==> src/rtl/reorder_buffer_pkg.sv <==
// Shared types for the reorder buffer and its consumers.
//   sal_t       : per-entry result broadcast {tag, rdy, data}, the same
//                 layout the register file reads for forwarding/writeback.
//   rob_entry_t : one reorder-buffer slot {valid, rdy, rd, data}.
package reorder_buffer_pkg;

  localparam int DATA_W = 32;
  localparam int TAG_W  = 4;
  localparam int RD_W   = 5;

  typedef struct packed {
    logic [TAG_W-1:0]  tag;
    logic              rdy;
    logic [DATA_W-1:0] data;
  } sal_t;

  typedef struct packed {
    logic              valid;
    logic              rdy;
    logic [RD_W-1:0]   rd;
    logic [DATA_W-1:0] data;
  } rob_entry_t;

endpackage

==> src/rtl/reorder_buffer_if.sv <==
// Bundle of reorder-buffer signals: issue-side allocation, CDB writeback,
// flush, per-entry broadcast and in-order commit.
//   master : issue stage / CDB / pipeline control (drives alloc, cdb, flush)
//   slave  : the reorder buffer itself
interface reorder_buffer_if
  import reorder_buffer_pkg::*;
#(
  parameter int width = DATA_W,
  parameter int size  = 8
) ();

  logic                  alloc_valid;
  logic [RD_W-1:0]       alloc_rd;
  logic                  alloc_ready;
  logic [TAG_W-1:0]      alloc_tag;

  logic                  cdb_valid;
  logic [TAG_W-1:0]      cdb_tag;
  logic [width-1:0]      cdb_data;

  logic                  flush;

  sal_t                  rdest  [size];
  logic [RD_W-1:0]       rd_bus [size];

  logic                  commit_valid;
  logic [RD_W-1:0]       commit_rd;
  logic [width-1:0]      commit_data;
  logic [TAG_W-1:0]      commit_tag;

  logic [$clog2(size):0] count;

  modport master (
    output alloc_valid, alloc_rd, cdb_valid, cdb_tag, cdb_data, flush,
    input  alloc_ready, alloc_tag, rdest, rd_bus,
           commit_valid, commit_rd, commit_data, commit_tag, count
  );

  modport slave (
    input  alloc_valid, alloc_rd, cdb_valid, cdb_tag, cdb_data, flush,
    output alloc_ready, alloc_tag, rdest, rd_bus,
           commit_valid, commit_rd, commit_data, commit_tag, count
  );

endinterface

==> src/rtl/reorder_buffer.sv <==
// In-order reorder buffer. Allocates a tag (the tail index) per issued
// instruction, accepts out-of-order results from the CDB, broadcasts every
// entry to the register file and retires the head entry once it is ready.
// Ports:
//   clk, rst : clock, synchronous active-high reset
//   rob      : reorder_buffer_if.slave (alloc_*, cdb_*, flush, rdest,
//              rd_bus, commit_*, count)
// size must be a power of two between 2 and 16 so the pointers wrap by
// plain overflow; width may not exceed 32 because sal_t carries 32 bits.
module reorder_buffer
  import reorder_buffer_pkg::*;
#(
  parameter int width = DATA_W,
  parameter int size  = 8
) (
  input logic             clk,
  input logic             rst,
  reorder_buffer_if.slave rob
);

  localparam int IDX_W = $clog2(size);
  localparam int CNT_W = IDX_W + 1;

  rob_entry_t       entry_q [size];
  logic [IDX_W-1:0] head_q;
  logic [IDX_W-1:0] tail_q;
  logic [CNT_W-1:0] count_q;

  rob_entry_t       head_e;
  logic [IDX_W-1:0] cdb_idx;
  logic             cdb_in_range;
  logic             full;
  logic             do_alloc;
  logic             do_wb;
  logic             do_commit;

  always_comb begin
    head_e       = entry_q[head_q];
    cdb_idx      = rob.cdb_tag[IDX_W-1:0];
    // Tags beyond the array are treated like unallocated entries.
    cdb_in_range = (int'(rob.cdb_tag) < size);
    // Full blocks allocation even when the head retires this cycle.
    full         = (count_q == CNT_W'(size));
    do_alloc     = rob.alloc_valid && !full && !rob.flush;
    do_wb        = rob.cdb_valid && cdb_in_range && entry_q[cdb_idx].valid &&
                   !entry_q[cdb_idx].rdy && !rob.flush;
    do_commit    = head_e.valid && head_e.rdy && !rob.flush;
  end

  // Allocate, writeback and commit never target the same slot in one cycle:
  // allocate needs an invalid slot, writeback a valid non-ready one and
  // commit a valid ready one.
  always_ff @(posedge clk) begin
    if (rst) begin
      for (int i = 0; i < size; i++) begin
        entry_q[i] <= '0;
      end
      head_q  <= '0;
      tail_q  <= '0;
      count_q <= '0;
    end else if (rob.flush) begin
      for (int i = 0; i < size; i++) begin
        entry_q[i].valid <= 1'b0;
        entry_q[i].rdy   <= 1'b0;
      end
      head_q  <= '0;
      tail_q  <= '0;
      count_q <= '0;
    end else begin
      if (do_wb) begin
        entry_q[cdb_idx].data <= DATA_W'(rob.cdb_data);
        entry_q[cdb_idx].rdy  <= 1'b1;
      end
      if (do_commit) begin
        entry_q[head_q].valid <= 1'b0;
        entry_q[head_q].rdy   <= 1'b0;
        head_q                <= head_q + IDX_W'(1);
      end
      if (do_alloc) begin
        entry_q[tail_q] <= '{valid: 1'b1, rdy: 1'b0, rd: rob.alloc_rd, data: '0};
        tail_q          <= tail_q + IDX_W'(1);
      end
      count_q <= count_q + CNT_W'(do_alloc) - CNT_W'(do_commit);
    end
  end

  always_comb begin
    rob.alloc_ready  = !full;
    rob.alloc_tag    = TAG_W'(tail_q);
    rob.count        = count_q;
    rob.commit_valid = do_commit;
    rob.commit_rd    = head_e.rd;
    rob.commit_data  = head_e.data[width-1:0];
    rob.commit_tag   = TAG_W'(head_q);
    for (int i = 0; i < size; i++) begin
      rob.rdest[i]  = '{tag:  TAG_W'(i),
                        rdy:  entry_q[i].valid && entry_q[i].rdy,
                        data: entry_q[i].data};
      rob.rd_bus[i] = entry_q[i].valid ? entry_q[i].rd : '0;
    end
  end

endmodule

==> src/flat_wrapper.sv <==
// flat-port wrapper written by rule: the top's interface ports become plain ports
module reorder_buffer_flat import reorder_buffer_pkg::*;
#(
  parameter int width = DATA_W,
  parameter int size  = 8
)
  (clk, rst, rob_alloc_valid, rob_alloc_rd, rob_cdb_valid, rob_cdb_tag, rob_cdb_data, rob_flush, rob_alloc_ready, rob_alloc_tag, rob_rdest, rob_rd_bus, rob_commit_valid, rob_commit_rd, rob_commit_data, rob_commit_tag, rob_count);
  reorder_buffer_if #(.width(width), .size(size)) rob_i ();
  input logic clk;
  input logic rst;
  input wire logic [$bits(rob_i.alloc_valid)-1:0] rob_alloc_valid;
  input wire logic [$bits(rob_i.alloc_rd)-1:0] rob_alloc_rd;
  input wire logic [$bits(rob_i.cdb_valid)-1:0] rob_cdb_valid;
  input wire logic [$bits(rob_i.cdb_tag)-1:0] rob_cdb_tag;
  input wire logic [$bits(rob_i.cdb_data)-1:0] rob_cdb_data;
  input wire logic [$bits(rob_i.flush)-1:0] rob_flush;
  output wire logic [$bits(rob_i.alloc_ready)-1:0] rob_alloc_ready;
  output wire logic [$bits(rob_i.alloc_tag)-1:0] rob_alloc_tag;
  output wire logic [$bits(rob_i.rdest)-1:0] rob_rdest;
  output wire logic [$bits(rob_i.rd_bus)-1:0] rob_rd_bus;
  output wire logic [$bits(rob_i.commit_valid)-1:0] rob_commit_valid;
  output wire logic [$bits(rob_i.commit_rd)-1:0] rob_commit_rd;
  output wire logic [$bits(rob_i.commit_data)-1:0] rob_commit_data;
  output wire logic [$bits(rob_i.commit_tag)-1:0] rob_commit_tag;
  output wire logic [$bits(rob_i.count)-1:0] rob_count;
  assign rob_i.alloc_valid = rob_alloc_valid;
  assign rob_i.alloc_rd = rob_alloc_rd;
  assign rob_i.cdb_valid = rob_cdb_valid;
  assign rob_i.cdb_tag = rob_cdb_tag;
  assign rob_i.cdb_data = rob_cdb_data;
  assign rob_i.flush = rob_flush;
  assign rob_alloc_ready = rob_i.alloc_ready;
  assign rob_alloc_tag = rob_i.alloc_tag;
  assign rob_rdest = {>>{rob_i.rdest}};
  assign rob_rd_bus = {>>{rob_i.rd_bus}};
  assign rob_commit_valid = rob_i.commit_valid;
  assign rob_commit_rd = rob_i.commit_rd;
  assign rob_commit_data = rob_i.commit_data;
  assign rob_commit_tag = rob_i.commit_tag;
  assign rob_count = rob_i.count;
  reorder_buffer #(.width(width), .size(size)) u_core (.clk(clk), .rst(rst), .rob(rob_i));
endmodule
==> config.mk <==
export PLATFORM = sky130hd
export DESIGN_NAME = reorder_buffer_flat
export DESIGN_NICKNAME = d
export VERILOG_FILES = /design/src/rtl/reorder_buffer_pkg.sv /design/src/rtl/reorder_buffer_if.sv /design/src/rtl/reorder_buffer.sv /design/src/flat_wrapper.sv
export SDC_FILE = /design/constraint.sdc
export NUM_CORES = 1
export LEC_CHECK = 0
export ABC_AREA = 1
export BUFFER_PORTS_ARGS = -buffer_cell sky130_fd_sc_hd__buf_4
export CAP_MARGIN = 20
export CORE_UTILIZATION = 45
export CTS_BUF_LIST = sky130_fd_sc_hd__clkbuf_8
export DETAILED_ROUTE_END_ITERATION = 12
export PLACE_DENSITY_LB_ADDON = 0.25
export RECOVER_POWER = 50
export SYNTH_ARGS = -nofsm -noshare
export SYNTH_HDL_FRONTEND = slang
export SYNTH_SLANG_ARGS = --single-unit
==> constraint.sdc <==
create_clock -name clk -period 3.43 [get_ports clk]
set_input_delay 0.686 -clock clk [delete_from_list [all_inputs] [get_ports clk]]
set_output_delay 0.686 -clock clk [all_outputs]
set_load 0.1 [all_outputs]
==> run_results.csv, run 1 <==
group,metric,value,unit
critical_path,cp.arrival,2.77,ns
critical_path,path_cells,"buf_16 > o21ai_0 > o22ai_1 > nor2_1 > a31oi_2 > buf_6",
routing,ant_nets,0,
synth,synth_top_flop_cell,"dfxtp_1",
timing,whs,0.373,ns
synth,ys_seq_area_frac,0.378,
clock_tree,numClockSinks,325,
worst_hold_path,hold_path_class,"input pin to register",
synth,ys_async_sr_fraction,0,
timing,finalMaxSlewViolations,0,
clock_tree,cts_resized,4,
clock_tree,root_buffer,"clkbuf_8",
synth,yosys_warnings,0,
routing,viasPerCell,6.13,
finish,area_delta_synth_final,11.3,%
finish,final_cell_area,20300,um2
critical_path,cpMaxStageDelayCell,"dfxtp_4",
clock_tree,worstSkewPairLatency,0.67,ns
finish,utilization,0.510,
synth,ys_seq_elements,325,
finish,drive_gt1_frac,0.201,
routing,dr_total_vias,18800,
timing,worst_pin_slew,1.30,ns
global_routing,antenna_found_initial,2,
die,ios,433,
placed_design,dp.cells,2964,
critical_path,cp_slowest_stage_delay,0.53,ns
timing,rsz0062_at_grt,"yes",
placed_design,gp_congestion,0.958,
die,dieArea,41400,um2
placed_design,numPortBuffers,398,
clock_tree,h-tree-depth,2,
clock_tree,cts_tree,"yes",
pwr,p_leak,0.00837,uW
pwr,p_clk_frac,0.439,
routing,remaining_drc_errors,0,
clock_tree,path_clk_slew,0.06,ns
die,die_w,204,um
timing,hold_viol_final,0,
synth,synth_edf_count,40,
outcome,status,"finished, violations left",
clock_tree,cts_buffers,56,
critical_path,crit_family,"compound AO/OA/AOI/OAI gates",
timing,max_freq,0.289,GHz
critical_path,cp-end-kind,"output pin",
pwr,switchingPower,2240,uW
routing,first_pass_iters,5,
placed_design,post_dp_cell_area,19500,um2
pwr,p_seq_frac,0.484,
critical_path,required,2.74,ns
timing,fin_crit_sh,1.01,
timing,fin_ws,-0.0292,ns
global_routing,track_usage,0.343,
global_routing,grt_start_max_net_pins,100,
pwr,combPwrFrac,0.077,
synth,synth_largest_area_cell,"dfxtp_1",
clock_tree,cts_setup_buffers,0,
pwr,peakVddDrop,0.280,mV
timing,final.min_clock_period,3.46,ns
timing,fin_worst_skew,0.0299,ns
die,core_area,39900,um2
global_routing,grt_pass1_vias,17200,
placed_design,hpwl,48600,um
timing,slew-limit-headroom,0.134,
critical_path,worstSetupPathType,"register to output pin",
pwr,powerDensity,395,nW/um2
critical_path,critPathMaxFanout,88,
clock_tree,cts_buffer_depth,3,
routing,routed_wl,73600,um
global_routing,grt_pass1_wl,109000,um
clock_tree,hold_buffers,0,
job,cap_violations,0,
synth,ys_top_cells_by_area,"dfxtp_1 31%, buf_4 13%, nand4_1 8.9%",
finish,final_cells,3060,
critical_path,rrSetupSlack,0.54,ns
finish,fill_cells,3996,
critical_path,startpoint_type,"register",
synth,syn_area,18300,um2
synth,synth_cell_types,31,
pwr,p_sw_frac,0.279,
critical_path,worst-path-buf-inv,2,
synth,yosysTopAreaCellShare,0.312,
global_routing,overflow,0,
synth,avgSynthCellArea,7.31,um2
die,fp.dieH,204,um
die,std_cell_rows,73,
routing,drtIter0Drc,2251,
die,initial_core_util,0.458,
synth,synthCells,2500,
routing,wl_per_cell,24.0,um
outcome,violations,"negative setup slack",
finish,final_nets,2550,
timing,setup_violations,1,
pwr,intPower,5800,uW
placed_design,pre_cts_ws,0.534,ns
[cell usage after synthesis (8+ instances only)]
cell type,number
nor2_1,328
buf_4,318
dfxtp_1,285
nand3_1,281
a21oi_1,271
nand4_1,260
o21ai_0,156
nand2_1,125
clkbuf_1,124
inv_1,92
buf_2,66
edfxtp_1,40
a31oi_1,37
o22ai_1,37
buf_1,22
clkbuf_2,20
nor3_1,8
[logic make-up (layout without fill, tap and decap cells)]
kind of cell    Yosys count  after routing  synth area share
buf+inv                 647            649             0.205
xor+xnor                  1              1          0.000479
fa+ha+maj                 7              7           0.00520
other cells               2             35          0.000411
flops                   325            325             0.378
simple gates           1015           1015             0.268
compound gates          503            503             0.143
[flip-flops by register name, indices dropped and copies added (netlist names), named ones only]
signal / flops
u_core.tail_q: 3
u_core.rob.count: 4
u_core.head_q: 3
u_core.entry_q: 312
[tightest hold or removal path: cells and delay by family]
kind / cells / cell delay, ns
AND/OR/NAND/NOR: 1 / 0.09
AO/OA/AOI/OAI: 1 / 0.06
buffers and inverters: 1 / 0.15
[path summary, 6_finish.rpt]
kind                                                   startpoint                                  to  depth (start not counted)
worst min-delay path                             rob_cdb_data[29]  u_core.entry_q[7][29]$_SDFFE_PP0P_                          3
worst max register to register                           register      u_core.rob.count[2]$_SDFF_PP0_                         13
worst max-delay path                                     register                 rob_commit_data[21]                          6
worst min register to register  u_core.entry_q[3][1]$_SDFFE_PN0P_   u_core.entry_q[3][1]$_SDFFE_PN0P_                          2
[cell usage in the layout (no fill, tap or decap), types with 8 or more instances in the layout]
cell / n
o21ai_0: 156
buf_12: 9
buf_6: 8
nand3_1: 281
a21oi_1: 271
nand2_1: 124
conb_1: 34
clkbuf_8: 68
nand4_1: 260
o22ai_1: 31
a31oi_2: 36
nor2_1: 328
edfxtp_1: 40
buf_4: 351
clkbuf_1: 90
inv_1: 108
dfxtp_1: 283
[layer usage]
| metal | part of all wire | vias up | track usage |
|---|---|---|---|
| met4 | 0.066 | 2 | 0.212 |
| li1 | - | 8370 | - |
| met3 | 0.11 | 234 | 0.0783 |
| met1 | 0.37 | 8876 | 0.420 |
| met2 | 0.46 | 1273 | 0.546 |
| met5 | 0.00023 | - | 0 |
[cell type report]
class                      count  area [um2]  area share
clock inverter                27         136     0.00670
sequential                   325        6910       0.340
clock buffer                  68         936      0.0460
tap                          525         657      0.0323
multi-input combinational   1560        8060       0.396
antenna                        1        2.50    0.000123
timing repair buffer         459        3270       0.161
inverter                      95         373      0.0183
[power groups by stage]
stage                     Clock [uW]  Sequential, uW  Combinational (uW)
final                           3530            3890                 621
after global routing            3710            3890                 639
after CTS                       3540            3890                 609
after detailed placement           0            3970                 609
after global placement             0            3970                 605
after floorplan                    0            3970                 464
[through the flow]
step	total power (uW)	setup TNS, ns
finish	8040	-0.0292
global route	8240	-0.0782
CTS	8040	0
detailed placement	4580	0
global placement	4580	0
floorplan	4440	-0.147
Note: power is estimated with default switching activity, not from simulation.
==> inputs of run 2 (changes only) <==
--- a/config.mk
+++ b/config.mk
@@ -12,7 +12,6 @@
 export CTS_BUF_LIST = sky130_fd_sc_hd__clkbuf_8
 export DETAILED_ROUTE_END_ITERATION = 12
 export PLACE_DENSITY_LB_ADDON = 0.25
-export RECOVER_POWER = 50
 export SYNTH_ARGS = -nofsm -noshare
 export SYNTH_HDL_FRONTEND = slang
 export SYNTH_SLANG_ARGS = --single-unit
==> run 2 against run 1 <==
The flow still finishes with violations (negative setup slack); combinational power hardly changed; via count up 0.28%; largest power group unchanged; largest cell class unchanged; die area unchanged; design area rose by 1.7%; critical endpoint unchanged; sequential cell count is the same; cell count unchanged.
==> run_results.csv, run 2 (synthesis gave the netlist of run 1 again) <==
group,metric,value,unit
finish,area_delta_synth_final,13.2,%
die,dieArea,41400,um2
critical_path,r2r-end,"u_core.rob.count[2]$_SDFF_PP0_",
timing,fin_ws,-0.0317,ns
placed_design,gp_congestion,0.958,
critical_path,reg2reg_depth,13,
placed_design,numPortBuffers,398,
global_routing,track_usage,0.343,
pwr,finalPower,8050,uW
routing,first_pass_iters,6,
critical_path,required,2.74,ns
routing,wl_per_cell,24.0,um
timing,max_freq,0.289,GHz
critical_path,rrSetupSlack,0.56,ns
critical_path,startpoint_type,"register",
clock_tree,cts_buffer_depth,3,
job,cap_violations,0,
timing,setup_violations,1,
finish,drive_gt1_frac,0.239,
routing,ant_nets,0,
outcome,violations,"negative setup slack",
die,die_w,204,um
routing,wl_met3,8320,um
global_routing,grt_pass1_vias,17200,
die,std_cell_rows,73,
worst_hold_path,holdPathEnd,"u_core.entry_q[7][29]$_SDFFE_PP0P_",
critical_path,cp-end-kind,"output pin",
worst_hold_path,holdCritStartpoint,"rob_cdb_data[29]",
worst_hold_path,hold_depth,3,
finish,final_nets,2550,
clock_tree,worstSkewPairLatency,0.67,ns
finish,fill_cells,3900,
finish,final_cells,3060,
die,ios,433,
timing,rsz0062_at_grt,"yes",
pwr,powerDensity,389,nW/um2
global_routing,grt_start_max_net_pins,100,
routing,drtIter0Drc,2342,
routing,met1_length,26700,um
timing,hold_viol_final,0,
critical_path,critPathMaxFanout,88,
placed_design,dp.cells,2964,
clock_tree,h-tree-depth,2,
pwr,peakVddDrop,0.282,mV
die,core_area,39900,um2
finish,final_cell_area,20700,um2
global_routing,grt_pass1_wl,109000,um
timing,final.min_clock_period,3.46,ns
routing,remaining_drc_errors,0,
routing,wl_met2,33600,um
routing,dr_total_vias,18800,
pwr,p_leak,0.00875,uW
die,fp.dieH,204,um
timing,fin_worst_skew,0.0344,ns
die,initial_core_util,0.458,
clock_tree,cts_tree,"yes",
finish,layout_common_cells,"441 x buf_4, 324 x nor2_1, 282 x dfxtp_1",
finish,final_common_cell,"buf_4",
outcome,status,"finished, violations left",
clock_tree,root_buffer,"clkbuf_8",
clock_tree,numClockSinks,325,
timing,fin_crit_sh,1.01,
timing,finalMaxSlewViolations,0,
timing,worst_pin_slew,0.772,ns
routing,top_layer,"met5",
clock_tree,path_clk_slew,0.06,ns
global_routing,overflow,0,
finish,largest_reg_flops,312,
placed_design,hpwl,48600,um
timing,slew-limit-headroom,0.485,
routing,viasPerCell,6.15,
placed_design,post_dp_cell_area,19500,um2
finish,largest-register,"u_core.entry_q",
clock_tree,cts_buffers,56,
worst_hold_path,hold_path_class,"input pin to register",
routing,routed_wl,73500,um
global_routing,antenna_found_initial,2,
critical_path,cp.arrival,2.78,ns
critical_path,worstSetupPathType,"register to output pin",
## run 2: how the worst max path moves through the flow
| stage | from | end | cells past startpoint |
|---|---|---|---|
| detailed placement | register | u_core.rob.count[2]$_SDFF_PP0_ | 13 |
| global placement | rob_cdb_tag[0] | u_core.entry_q[4][23]$_SDFFE_PN0P_ | 9 |
| global route | register | rob_commit_data[23] | 6 |
| floorplan | register | rob_commit_rd[1] | 6 |
| finish | register | rob_commit_data[21] | 6 |
| CTS | register | rob_commit_data[21] | 6 |
## run 2: worst max-delay path, cell delays in order, from the launching register on
cell	delay, ns
dfxtp_4	0.53
buf_16	0.33
o21ai_0	0.24
o22ai_1	0.35
nor2_1	0.09
a31oi_2	0.18
buf_6	0.25
## run 2: timing repair
item | CTS | global route
buffers inserted | 0 | 0
endpoints found under the hold margin | 0 | 0
resized for setup | 4 | 14
setup endpoints to repair | 28 | 27
hold buffers | 0 | 0
## run 2: through the flow
| step | TNS (ns) | worst slack [ns] | utilization | hold slack [ns] |
|---|---|---|---|---|
| global route | -0.0782 | -0.0399 | 0.519 | 0.361 |
| finish | -0.0317 | -0.0317 | 0.519 | 0.368 |
| floorplan | -0.147 | -0.147 | - | 0.467 |
| global placement | 0 | 0.598 | 0.490 | 0.478 |
| detailed placement | 0 | 0.534 | 0.490 | 0.488 |
| CTS | 0 | 0.000669 | 0.517 | 0.345 |
## run 2: layout make-up
| class | count | area (um2) | share of cell area |
|---|---|---|---|
| Sequential cell | 325 | 6910 | 0.334 |
| Clock inverter | 27 | 136 | 0.00659 |
| Tap cell | 525 | 657 | 0.0317 |
| Multi-Input combinational cell | 1560 | 8070 | 0.390 |
| Antenna cell | 1 | 2.50 | 0.000121 |
| Clock buffer | 68 | 936 | 0.0452 |
| Timing Repair Buffer | 459 | 3610 | 0.174 |
| Inverter | 95 | 373 | 0.0180 |
## run 2: layer usage
layer,vias up,GRT usage
met5,-,0
met4,2,0.212
met3,234,0.0783
met2,1344,0.546
met1,8856,0.420
li1,8371,-
## run 2: power breakdown
part | internal (uW) | switching [uW] | total [uW]
Sequential | 3870 | 21.0 | 3890
Clock | 1840 | 1690 | 3530
Combinational | 86.0 | 536 | 622
